File: src/rtl/serial_ripple_subtractor.sv
// Bit-serial a - b - bin through one full-subtractor cell, LSB first, one bit per clock.
// The result appears WIDTH cycles after accept and is held in DONE until out_ready is high; in_ready is high only in IDLE.
module serial_ripple_subtractor #(
  parameter int WIDTH = 4
) (
  input  logic             clk,
  input  logic             rst_n,
  input  logic             in_valid,
  output logic             in_ready,
  input  logic [WIDTH-1:0] a,
  input  logic [WIDTH-1:0] b,
  input  logic             bin,
  output logic             out_valid,
  input  logic             out_ready,
  output logic [WIDTH-1:0] diff,
  output logic             bout
);

  localparam int CW = $clog2(WIDTH) + 1;

  typedef enum logic [1:0] {IDLE, RUN, DONE} state_t;

  state_t           state_q, state_d;
  logic [WIDTH-1:0] a_sh_q, a_sh_d;
  logic [WIDTH-1:0] b_sh_q, b_sh_d;
  logic [WIDTH-1:0] diff_sh_q, diff_sh_d;
  logic [WIDTH-1:0] diff_q, diff_d;
  logic             br_q, br_d;
  logic             bout_q, bout_d;
  logic [CW-1:0]    cnt_q, cnt_d;

  logic x, y, d_bit, br_next, last_bit;

  always_comb begin
    x        = a_sh_q[0];
    y        = b_sh_q[0];
    d_bit    = x ^ y ^ br_q;
    br_next  = (~x & y) | (~(x ^ y) & br_q);
    last_bit = (cnt_q == CW'(WIDTH - 1));

    state_d   = state_q;
    a_sh_d    = a_sh_q;
    b_sh_d    = b_sh_q;
    diff_sh_d = diff_sh_q;
    diff_d    = diff_q;
    br_d      = br_q;
    bout_d    = bout_q;
    cnt_d     = cnt_q;
    in_ready  = 1'b0;
    out_valid = 1'b0;

    case (state_q)
      IDLE: begin
        in_ready = 1'b1;
        if (in_valid) begin
          a_sh_d  = a;
          b_sh_d  = b;
          br_d    = bin;
          cnt_d   = '0;
          state_d = RUN;
        end
      end
      RUN: begin
        a_sh_d    = {1'b0, a_sh_q[WIDTH-1:1]};
        b_sh_d    = {1'b0, b_sh_q[WIDTH-1:1]};
        diff_sh_d = {d_bit, diff_sh_q[WIDTH-1:1]};
        br_d      = br_next;
        cnt_d     = cnt_q + CW'(1);
        // The visible result only changes once the final bit is in, so it stays stable while busy.
        if (last_bit) begin
          diff_d  = {d_bit, diff_sh_q[WIDTH-1:1]};
          bout_d  = br_next;
          state_d = DONE;
        end
      end
      DONE: begin
        out_valid = 1'b1;
        if (out_ready) begin
          state_d = IDLE;
        end
      end
      default: state_d = IDLE;
    endcase
  end

  always_ff @(posedge clk or negedge rst_n) begin
    if (!rst_n) begin
      state_q   <= IDLE;
      a_sh_q    <= '0;
      b_sh_q    <= '0;
      diff_sh_q <= '0;
      diff_q    <= '0;
      br_q      <= 1'b0;
      bout_q    <= 1'b0;
      cnt_q     <= '0;
    end else begin
      state_q   <= state_d;
      a_sh_q    <= a_sh_d;
      b_sh_q    <= b_sh_d;
      diff_sh_q <= diff_sh_d;
      diff_q    <= diff_d;
      br_q      <= br_d;
      bout_q    <= bout_d;
      cnt_q     <= cnt_d;
    end
  end

  assign diff = diff_q;
  assign bout = bout_q;

endmodule

File: config.mk
export PLATFORM = sky130hd
export DESIGN_NAME = serial_ripple_subtractor
export DESIGN_NICKNAME = d
export VERILOG_FILES = /design/src/rtl/serial_ripple_subtractor.sv
export SDC_FILE = /design/constraint.sdc
export NUM_CORES = 1
export LEC_CHECK = 0
export BUFFER_PORTS_ARGS = -buffer_cell sky130_fd_sc_hd__buf_2
export CELL_PAD_IN_SITES_DETAIL_PLACEMENT = 0
export CELL_PAD_IN_SITES_GLOBAL_PLACEMENT = 1
export CORE_MARGIN = 5
export CORE_UTILIZATION = 45
export CTS_CLUSTER_SIZE = 8
export DETAILED_ROUTE_END_ITERATION = 12
export GPL_TIMING_DRIVEN = 0
export PLACE_DENSITY = 0.85
export REMOVE_ABC_BUFFERS = 1
export SYNTH_ARGS = -nofsm -noshare
export SYNTH_HDL_FRONTEND = slang
export SYNTH_SLANG_ARGS = --single-unit
File: constraint.sdc
create_clock -name clk -period 3.25 [get_ports clk]
set_input_delay 0.325 -clock clk [delete_from_list [all_inputs] [get_ports clk]]
set_output_delay 0.325 -clock clk [all_outputs]
set_load 0.005 [all_outputs]
==> results of run 1 <==
## per-layer routing
layer,vias to the layer above,GRT usage [%],routed length [um]
met5,-,0,0
met4,0,5.96,37
met3,5,3.17,105
met2,18,17.9,798
met1,331,15.6,826
li1,347,-,-
## metrics by stage
stage | total power [uW] | setup WS, ps | utilization (%)
3_5_place_dp | 974 | 1750 | 51.0
5_1_grt | 1270 | 1410 | 53.9
6_report | 1160 | 1570 | 53.9
2_1_floorplan | 836 | 1940 | -
4_1_cts | 1180 | 1550 | 53.9
3_3_place_gp | 957 | 1770 | 51.0
## registers in the layout, summed over array words and instances, names as in the netlist
signal	count
a_sh_q	4
b_sh_q	4
diff	4
cnt_q	3
diff_sh_q	3
state_q	2
bout	1
br_q	1
## Yosys cell counts (all sizes together)
master / instances
dfrtp: 22
o22ai: 8
mux2: 7
o21ai: 7
inv: 6
nor2: 5
a21oi: 4
buf: 4
nand2b: 4
nand2: 3
nand3b: 3
ha: 2
o221a: 2
a221oi: 1
a2bb2oi: 1
fa: 1
nor2b: 1
o2bb2ai: 1
o31ai: 1
o32ai: 1
or2: 1
## area by class of cell
cell class              instances  area share [%]
well taps                      28            2.97
repair buffers                 20            8.91
clock inverters                 1            2.55
clock buffers                   3            1.91
inverters                       6            1.91
flip-flops and latches         22            46.7
multi-input cells              53            35.1
## cells in the final DEF (no fill, tap or decap)
cell type / Yosys / layout
a221oi_1: 1 / 1
fa_1: 1 / 1
or2_2: 1 / 1
dfrtp_1: 22 / 22
bufinv_16: 0 / 1
ha_1: 2 / 2
o31ai_1: 1 / 1
buf_2: 3 / 19
nor2_2: 1 / 1
nor2b_1: 1 / 1
mux2_2: 3 / 3
nand3b_1: 2 / 2
nand3b_4: 1 / 1
mux2_4: 4 / 4
inv_1: 6 / 6
clkbuf_4: 0 / 3
o2bb2ai_1: 1 / 1
a21oi_1: 4 / 4
nand2b_1: 4 / 4
nor2_1: 4 / 4
nand2_1: 3 / 3
o221a_2: 2 / 2
dlygate4sd3_1: 0 / 1
o22ai_1: 8 / 8
o21ai_0: 7 / 7
o32ai_1: 1 / 1
a2bb2oi_1: 1 / 1
## kinds of logic after synthesis
family,Yosys count,share of synthesized area (%)
AOI/OAI and AO/OA,26,16.8
muxes,7,9.26
and+or+nand+nor,17,10.4
DFF,22,54.3
adders and majority gates,3,4.44
buffers and inverters,10,4.81
## path summary, 6_finish.rpt
check / start / to / slack, ps / depth (start not counted)
min in group asynchronous: rst_n / diff[1] / 480 / 2
worst min register to register: bout / bout / 490 / 2
worst max-delay path: state_q[1] / out_valid / 1570 / 3
worst min-delay path: out_ready / state_q[1] / 180 / 2
worst max register to register: state_q[1] / diff_sh_q[2] / 1760 / 2
max in group asynchronous: rst_n / a_sh_q[0] / 2440 / 2
## repair_timing
item | in CTS | in global routing
hold endpoints to repair | 22 | 0
hold buffers | 1 | 0
setup endpoints to repair | 0 | 0
## where the power goes
group | total [uW] | switching [uW] | internal, uW | leakage [uW]
sequential | 510 | 104 | 405 | 0.000266
combinational | 447 | 199 | 248 | 0.000276
clock | 208 | 82.9 | 125 | 0.0000279
==> impl_metrics.tcl, run 1 <==
set metrics [dict create \
    fin_skew_ps 4.44 \
    place_congestion 0.725 \
    routed_wl_um 1770 \
    synth_area_leaders "dfrtp_1 54%, mux2_4 5.9%, o22ai_1 4.9%" \
    hold_path.class "in -> reg" \
    viasPerCell 5.27 \
    gr-total-overflow 0 \
    dieArea_um2 3300 \
    ir_worst_vdd_mv 0.396 \
    syn2layout_area_growth_pct 16.4 \
    cts_buffers 3 \
    ys_ff_latch 22 \
    ios 20 \
    status "finished, final reports clean" \
    clkTransAtPathRegs_ps 120 \
    multi_input_area_um2 414 \
    design_area_um2 1180 \
    tightestPinTransition_ps 476 \
    hold_ws_ps 176 \
    synth_top_area_share_pct 54.3 \
    clock-sinks 22 \
    fin_crit_ps 1680 \
    die_w_um 57.5 \
    cp_max_fo 13 \
    post_cts_buffers 0 \
    cp_num_buf_inv 2 \
    fmax_ghz 0.597 \
    crit_slowest_cell "dfrtp_1" \
    slew_viol_final 0 \
    grt_usage_pct 11.9 \
    cpPeakStageDelay_ps 590 \
    drc 0 \
    ctsResizeCount 0 \
    cp-end-kind "output pin" \
    drtIter0Drc 4 \
    yosys.area.top_type "dfrtp_1" \
    mappedNetlistArea_um2 1010 \
    grt_pass1_wl_um 2990 \
    final_cells 133 \
    finalHoldViolations 0 \
    dp.cells 128 \
    grt_max_degree 23 \
    postRouteAntennaNets 0 \
    antenna_found_initial 0 \
    drv_cap 0 \
    io_buffers 19 \
    p_leak_uw 0.000569 \
    clk_latency_ps 310 \
    powerDensity_nw_per_um2 987 \
    layout-drive-gt1-share_pct 33.3 \
    hpwl_um 1320 \
    rows 17 \
    vias 701 \
    crit_path_cell_trace "inv_1 > nor2_1 > buf_2" \
    start_util_pct 46.3 \
    clockBufferDepth 2 \
    num_antenna_cells 0 \
    wl_per_cell_um 13.3 \
    ys.warnings.count 0 \
    path_class "reg -> out" \
    cts_root_buf "clkbuf_4" \
    required_ps 2920 \
    fin_crit_sh_pct 51.6 \
    seqCellArea_um2 551 \
    cp.arrival_ps 1350 \
    setup_viol 0 \
    tns_ps 0 \
    cts_max_level 1 \
    core_um2 2190 \
    synth.distinct_cells 25 \
    yosysSeqAreaShare_pct 54.3 \
    nFillCells 186 \
    dieHeight_um 57.5 \
    syn_avg_cell_area_um2 11.9 \
    final_nets 122 \
    first_pass_iters 3 \
    grt_pass1_vias 666 \
    syn_inst 85 \
    rsz0062_at_grt "no" \
    critPathLaunchType "register" \
    slew_headroom_pct 68.3 \
    crit_family "flip-flops" \
    dpl_cell_area_um2 1120 \
    cts_tree "built" \
]
No activity file was read; power rests on OpenSTA's default activity.
==> inputs of run 2 (changes only) <==
- CORE_UTILIZATION: 45 -> 37
- PLACE_DENSITY: 0.85 -> 0.75
- clock period: 3.25 -> 1.5 ns (I/O delays scaled with it)
==> run 2 against run 1 <==
Total power up 110%. Flip-flop and latch count unchanged. Register-to-register slack worse by 1600 ps. Worst hold slack worse by 100 ps. Sequential power up 120%. Critical endpoint is now diff[3]. Critical path depth up 1. Clock-buffer cell count up 1. Clock skew down 1.9 ps. First-iteration DRC count rose to 11 times the previous value. Routed wire length up 5.7%. Via count up 1.0%.
==> impl_metrics.tcl, run 2 (synthesized netlist as in run 1, its figures left out) <==
set metrics [dict create \
    viasPerCell 5.17 \
    design_area_um2 1180 \
    setup_viol 0 \
    start_util_pct 37.7 \
    hpwl_um 1380 \
    multi_input_area_um2 417 \
    dieArea_um2 3890 \
    clock-sinks 22 \
    syn2layout_area_growth_pct 16.7 \
    nFillCells 252 \
    p_leak_uw 0.000564 \
    fin_ws_ps 113 \
    grt_max_degree 23 \
    grt_pass1_wl_um 3370 \
    hold_path.class "in -> reg" \
    clk_latency_ps 310 \
    post-place-ws_ps -17.7 \
    fin_crit_sh_pct 92.5 \
    tns_ps 0 \
    cts_tree "built" \
    cp.arrival_ps 1590 \
    required_ps 1710 \
    post_cts_buffers 0 \
    wl_per_cell_um 13.6 \
    fmax_ghz 0.721 \
    clockBufferDepth 2 \
    final_nets 123 \
    final_common_cell "dfrtp_1" \
    status "finished, final reports clean" \
    gr-total-overflow 0 \
    ios 20 \
    ir_worst_vdd_mv 1.07 \
    final_cell_mix "20 x dfrtp_1, 19 x buf_2, 8 x o22ai_1" \
    dieHeight_um 62.3 \
    fin_crit_ps 1390 \
    rows 19 \
    antenna_found_initial 0 \
    vias 708 \
    path_class "reg -> reg" \
    place_congestion 0.775 \
    cts_max_level 1 \
    clkTransAtPathRegs_ps 120 \
    first_pass_iters 4 \
    grt_usage_pct 10.2 \
    critPathLaunchType "register" \
    postRouteAntennaNets 0 \
    cp_max_fo 7 \
    drv_cap 0 \
    die_w_um 62.3 \
    cp-end-kind "register" \
    cts_buffers 3 \
    dpl_cell_area_um2 1120 \
    utilization_pct 44.0 \
    seqCellArea_um2 553 \
    grt_pass1_vias 749 \
    layout-drive-gt1-share_pct 35.8 \
    num_antenna_cells 0 \
    drtIter0Drc 42 \
    rsz0062_at_grt "no" \
    finalHoldViolations 0 \
    slew_viol_final 0 \
    drc 0 \
    core_um2 2690 \
    io_buffers 19 \
    cts_root_buf "clkbuf_4" \
    powerDensity_nw_per_um2 2060 \
    fin_skew_ps 2.52 \
    tightestPinTransition_ps 478 \
    slew_headroom_pct 68.1 \
    routed_wl_um 1870 \
    hold_ws_ps 72.1 \
]
-- run 2: what timing repair did --
item / 4_1_cts / 5_1_grt
endpoints found under the setup margin: 4 / 1
resized for setup: 2 / 1
hold buffers: 2 / 0
endpoints found under the hold margin: 23 / 0
-- run 2: through the flow --
step,total power [uW],instances
after detailed placement,2120,131
after global placement,2080,131
after floorplan,1810,81
after global routing,2640,137
after CTS,2460,137
final,2430,137
-- run 2: worst max-delay path, stage by stage, from the launching register on --
cell	delay, ps
dfrtp_1	410
ha_1	200
ha_1	220
nand3b_4	150
mux2_4	310
-- run 2: cell type report --
type | count | share of cell area (%)
repair buffers | 21 | 9.74
well taps | 31 | 3.28
multi-input cells | 53 | 35.2
clock buffers | 4 | 3.07
flip-flops and latches | 22 | 46.8
inverters | 6 | 1.90
-- run 2: layer usage --
metal | global-route usage, % | vias to the layer above | wire, um
met3 | 4.32 | 0 | 133
met5 | 0 | - | 0
li1 | - | 348 | -
met2 | 16.7 | 18 | 846
met4 | 0 | 0 | 0
met1 | 13.5 | 342 | 888
-- run 2: final timing paths --
path,slack [ps],depth (start not counted),startpoint,endpoint
max,110,4,cnt_q[0],diff[3]
min,70,3,a[3],a_sh_q[3]
max reg2reg,110,4,cnt_q[0],diff[3]
min reg2reg,500,2,bout,bout
max in group asynchronous,820,2,rst_n,state_q[0]
min in group asynchronous,320,2,rst_n,diff[0]
-- run 2: power breakdown --
part	internal (uW)	total [uW]	leakage (uW)	switching, uW
clock network	148	327	0.0000210	178
logic	546	989	0.000280	443
registers	883	1120	0.000263	232
total	1580	2430	0.000564	853
